==> src/rtl/morse_key_timer.sv <==
// Telegraph-key front end: synchronizes and debounces the raw key, then times
// presses and releases into Dot/Dash/EndSeq/Space strobes for the Morse encoder.
module morse_key_timer #(
    parameter int DEBOUNCE   = 4,
    parameter int DOT_MAX    = 20,
    parameter int LETTER_GAP = 60,
    parameter int WORD_GAP   = 140,
    parameter int MAX_SYM    = 5,
    parameter int CNT_W      = 16
) (
    input  logic       Clk,
    input  logic       Reset,
    input  logic       Key,
    output logic       Dot,
    output logic       Dash,
    output logic       EndSeq,
    output logic       Space,
    output logic [2:0] SymCount,
    output logic       KeyDb
);

    // state    | meaning
    // WAIT_REL | after reset; wait until the key path is settled released
    // IDLE     | no letter open
    // PRESS    | key down, press counter running
    // GAP      | key up inside a letter, gap counter running
    // WORDWAIT | letter closed, still counting toward the word gap
    typedef enum logic [2:0] {WAIT_REL, IDLE, PRESS, GAP, WORDWAIT} state_t;

    localparam int DB_W = $clog2(DEBOUNCE + 1);
    localparam logic [CNT_W-1:0] CNT_MAX  = '1;
    localparam logic [CNT_W-1:0] CNT_ONE  = CNT_W'(1);
    localparam logic [CNT_W-1:0] DOT_LIM  = CNT_W'(DOT_MAX);
    localparam logic [CNT_W-1:0] LG_LIM   = CNT_W'(LETTER_GAP);
    localparam logic [CNT_W-1:0] WG_LIM   = CNT_W'(WORD_GAP);
    localparam logic [CNT_W-1:0] SETTLE   = CNT_W'(DEBOUNCE + 2);
    localparam logic [DB_W-1:0]  DB_LAST  = DB_W'(DEBOUNCE - 1);
    localparam logic [2:0]       SYM_LIM  = 3'(MAX_SYM);

    state_t            state;
    logic              key_s1, key_s2;
    logic [DB_W-1:0]   db_cnt;
    logic [CNT_W-1:0]  press_cnt, gap_cnt;
    logic [CNT_W-1:0]  press_nxt, gap_nxt;
    logic              quiet;

    assign press_nxt = (press_cnt == CNT_MAX) ? press_cnt : press_cnt + CNT_ONE;
    assign gap_nxt   = (gap_cnt == CNT_MAX) ? gap_cnt : gap_cnt + CNT_ONE;
    // A key held through reset is still in the synchronizer when reset drops,
    // so release is only trusted once the whole input path reads low.
    assign quiet     = !key_s1 && !key_s2 && !KeyDb;

    always_ff @(posedge Clk or posedge Reset) begin
        if (Reset) begin
            key_s1 <= 1'b0;
            key_s2 <= 1'b0;
            db_cnt <= '0;
            KeyDb  <= 1'b0;
        end else begin
            key_s1 <= Key;
            key_s2 <= key_s1;
            if (key_s2 != KeyDb) begin
                if (db_cnt == DB_LAST) begin
                    KeyDb  <= key_s2;
                    db_cnt <= '0;
                end else begin
                    db_cnt <= db_cnt + 1'b1;
                end
            end else begin
                db_cnt <= '0;
            end
        end
    end

    always_ff @(posedge Clk or posedge Reset) begin
        if (Reset) begin
            state     <= WAIT_REL;
            press_cnt <= '0;
            gap_cnt   <= '0;
            SymCount  <= 3'd0;
            Dot       <= 1'b0;
            Dash      <= 1'b0;
            EndSeq    <= 1'b0;
            Space     <= 1'b0;
        end else begin
            Dot    <= 1'b0;
            Dash   <= 1'b0;
            EndSeq <= 1'b0;
            Space  <= 1'b0;
            case (state)
                WAIT_REL: begin
                    if (quiet) begin
                        gap_cnt <= gap_nxt;
                        if (gap_nxt >= SETTLE) begin
                            gap_cnt <= '0;
                            state   <= IDLE;
                        end
                    end else begin
                        gap_cnt <= '0;
                    end
                end
                IDLE: begin
                    if (KeyDb) begin
                        press_cnt <= CNT_ONE;
                        state     <= PRESS;
                    end
                end
                PRESS: begin
                    if (KeyDb) begin
                        press_cnt <= press_nxt;
                    end else begin
                        if (press_cnt <= DOT_LIM) Dot <= 1'b1;
                        else                      Dash <= 1'b1;
                        SymCount <= SymCount + 3'd1;
                        gap_cnt  <= CNT_ONE;
                        state    <= GAP;
                    end
                end
                GAP: begin
                    if (KeyDb) begin
                        press_cnt <= CNT_ONE;
                        state     <= PRESS;
                        // A full letter is closed by the next press itself.
                        if (SymCount == SYM_LIM) begin
                            EndSeq   <= 1'b1;
                            SymCount <= 3'd0;
                        end
                    end else begin
                        gap_cnt <= gap_nxt;
                        if (gap_nxt >= LG_LIM) begin
                            EndSeq   <= 1'b1;
                            SymCount <= 3'd0;
                            state    <= WORDWAIT;
                        end
                    end
                end
                WORDWAIT: begin
                    if (KeyDb) begin
                        press_cnt <= CNT_ONE;
                        state     <= PRESS;
                    end else begin
                        gap_cnt <= gap_nxt;
                        if (gap_nxt >= WG_LIM) begin
                            Space <= 1'b1;
                            state <= IDLE;
                        end
                    end
                end
                default: state <= WAIT_REL;
            endcase
        end
    end

endmodule

==> config.mk <==
export PLATFORM = sky130hd
export DESIGN_NAME = morse_key_timer
export DESIGN_NICKNAME = d
export VERILOG_FILES = /design/src/rtl/morse_key_timer.sv
export SDC_FILE = /design/constraint.sdc
export NUM_CORES = 1
export LEC_CHECK = 0
export CORE_MARGIN = 4
export CORE_UTILIZATION = 40
export DETAILED_ROUTE_END_ITERATION = 12
export PLACE_DENSITY = 0.61
export SLEW_MARGIN = 20
export SYNTH_ARGS = -nofsm -noshare
export SYNTH_HDL_FRONTEND = slang
export SYNTH_SLANG_ARGS = --single-unit
==> constraint.sdc <==
create_clock -name Clk -period 3.18 [get_ports Clk]
set_clock_uncertainty 0.15 [all_clocks]
set_input_delay 0.636 -clock Clk [delete_from_list [all_inputs] [get_ports Clk]]
set_output_delay 0.636 -clock Clk [all_outputs]
set_load 0.1 [all_outputs]
==> flow_summary.yaml <==
outcome:
  outcome: "finished clean"
finish:
  layout_commonest_cell: "nand2_1"
  insertedDiodeCount: 0
  final_core_util_pct: 50.0
  nNetsFinal: 418
  final_cell_mix: "nand2_1, o21ai_0, buf_4, dfrtp_1, nor2_1"
  drive_gt1_share_pct: 20.2
  syn_to_final_growth_pct: 20.5
  final_cell_area_um2: 3660
pwr:
  leakage_uw: 0.00162
  finalPower_uw: 2480
  powerDensity_nw_per_um2: 677
  ir_drop_mv: 0.323
detailed_routing:
  vias_per_cell: 5.83
  wl_um: 7860
  ant_nets: 0
  dr.pass1.iters: 4
  wl_per_cell_um: 15.4
  drt-initial-drc-count: 172
  drcViolationCount: 0
  num_vias: 2968
sta:
  setup_tns_ns: 0
  rsz0062_at_grt: "true"
  period_share_pct: 97.7
  drv_slew: 0
  finalSetupViolCount: 0
  fmax_mhz: 322
  worst_pin_slew_ns: 0.822
  finalHoldViolations: 0
  slew_headroom_pct: 45.2
  period_minus_slack_ns: 3.11
floorplanning:
  num_io_pins: 11
  start_util_pct: 41.5
  die_area_um2: 9060
  rows: 31
  die_height_um: 95.2
  die_x_um: 95.2
  core_area_um2: 7330
clock_tree:
  root_buffer: "clkbuf_8"
  clk_pin_slew_ns: 0.10
  cts_buffers: 5
  clkSinkCount: 48
  hold_buffers: 0
  clock_latency_ns: 0.31
  cts.path.max_buffers: 2
  cts_tree: "yes"
  h-tree-depth: 2
yosys:
  synthCells: 372
  ys_warn_count: 0
  synth-main-ff-cell: "dfrtp_1"
  synth_area_um2: 3040
  ys_ff_latch: 48
  synth-edff-count: 0
  syn_nets: 381
  async_reset_ff_share_pct: 100
  seq_area_frac_synth_pct: 39.5
  synth.avg_cell_area_um2: 8.18
  synth_cell_types: 57
min_path:
  min_from: "key_s1"
  hold_path.class: "reg2reg"
  holdPathEnd: "key_s2"
  hold_depth: 0
global_routing:
  grt_pass1_wl_um: 13400
  antenna_found_initial: 0
  grtUsageMet3_pct: 3.00
  met2_usage_pct: 29.8
  grt_max_degree: 25
  gr-total-overflow: 0
  grt_use_met1_pct: 25.1
  grt_pass1_vias: 2783
  top_usage_layer: "met2"
  grtUsageTotal_pct: 18.8
flow_run:
  maxCapViolCount: 0
placed_design:
  place_area_um2: 3430
  gp_congestion: 0.915
  numPortBuffers: 10
  dp_hpwl_um: 5710
setup_path:
  end_kind: "register"
  crit_slowest_cell: "or4b_4"
  slowest_delay_ns: 0.54
  path_class: "reg2reg"
  worstPathCellList: "ha_4 > nand3_2 > buf_4 > o21ai_0 > o21a_1 > a2111o_1 > or4b_4 > or4_4 > a221o_1 > a31oi_1"
  worstPathMaxFanout: 6
  cp_top_family: "simple AND/OR/NAND/NOR gates"
  rrSetupSlack_ns: 0.07
  crit_arrival_ns: 3.20
  critical_path_buf_inv_count: 1
  reg2reg_depth: 10
  startpoint_type: "register"
  reg2reg_from: "gap_cnt[1]"
  crit_required_ns: 3.27
  reg2reg_to: "state[0]"
## layer usage
metal / wire length, µm / up-vias
met5: 0 / -
met4: 149 / 0
met3: 306 / 19
met2: 3770 / 71
met1: 3640 / 1438
li1: - / 1440
## flip-flops by register name, summed over array words and instances, names as in the netlist
name / cells
Dash: 1
Dot: 1
EndSeq: 1
KeyDb: 1
Space: 1
SymCount: 3
db_cnt: 3
gap_cnt: 16
key_s1: 1
key_s2: 1
press_cnt: 16
state: 3
## synthesized netlist by cell type, types with 3 or more instances
library cell / n / area share [%]
inv_1: 15 / 1.9
a21oi_1: 23 / 3.8
ha_1: 6 / 2.5
nor2_1: 28 / 3.5
clkbuf_1: 7 / 0.86
nand2_1: 46 / 5.7
a31oi_1: 5 / 1.0
nor2b_1: 6 / 1.2
nand3_1: 18 / 3.0
xnor2_1: 5 / 1.4
or2_2: 3 / 0.62
o21ai_0: 45 / 7.4
buf_2: 7 / 1.2
and2_1: 3 / 0.62
o31ai_1: 8 / 2.0
nor4_1: 7 / 1.4
o22ai_1: 6 / 1.2
o211ai_1: 8 / 2.0
buf_4: 5 / 1.2
nand4_1: 8 / 1.6
dfrtp_1: 48 / 39
nor3_1: 12 / 2.0
and3_1: 8 / 1.6
o21ai_1: 3 / 0.49
## worst register-to-register path, stage by stage (launching register included)
cell	delay, ns
dfrtp_2	0.46
ha_4	0.18
nand3_2	0.10
buf_4	0.14
o21ai_0	0.08
o21a_1	0.11
a2111o_1	0.38
or4b_4	0.54
or4_4	0.46
a221o_1	0.31
a31oi_1	0.13
## per-stage QoR
| stage | setup slack [ns] | hold slack [ns] | instances |
|---|---|---|---|
| CTS | 0.00108 | 0.240 | 503 |
| global placement | 0.0624 | 0.216 | 494 |
| detailed placement | -0.0275 | 0.220 | 494 |
| floorplan | 0.0134 | 0.196 | 372 |
| global route | -0.0820 | 0.250 | 509 |
| finish | 0.0735 | 0.232 | 509 |
## area by class of cell
type	instances	area, µm²
Clock inverter	2	38.8
Inverter	15	56.3
Multi-Input combinational cell	289	1750
Sequential cell	48	1210
Clock buffer	6	82.6
Timing Repair Buffer	50	404
Tap cell	99	124
Fill cell	683	3670
## logic make-up after synthesis
kind of cell | count (synthesis) | share of synthesized area [%]
and+or+nand+nor | 160 | 27.6
AOI/OAI and AO/OA | 116 | 23.2
DFF | 48 | 39.5
buffers and inverters | 35 | 5.22
xor gates and xnor gates | 6 | 1.73
adders and majority gates | 6 | 2.47
muxes | 1 | 0.329
## worst max path at each step
stage	end	startpoint	cells after the start
floorplan	state[0]	gap_cnt[1]	10
global placement	state[0]	gap_cnt[6]	8
detailed placement	state[0]	gap_cnt[1]	9
CTS	state[0]	gap_cnt[4]	9
global route	state[0]	gap_cnt[2]	8
finish	state[0]	gap_cnt[1]	10
## where the power goes
group / internal (µW) / switching [µW] / leakage, µW / total, µW
logic: 397 / 794 / 0.000930 / 1190
clock network: 257 / 221 / 0.0000614 / 478
registers: 709 / 103 / 0.000631 / 812
## repair_timing
item	4_1_cts	5_1_grt
gates resized for setup	6	9
setup endpoints to repair	1	21
cloned	0	0
buffers inserted	1	6
pin swaps	0	4
No activity file was read; power rests on OpenSTA's default activity.
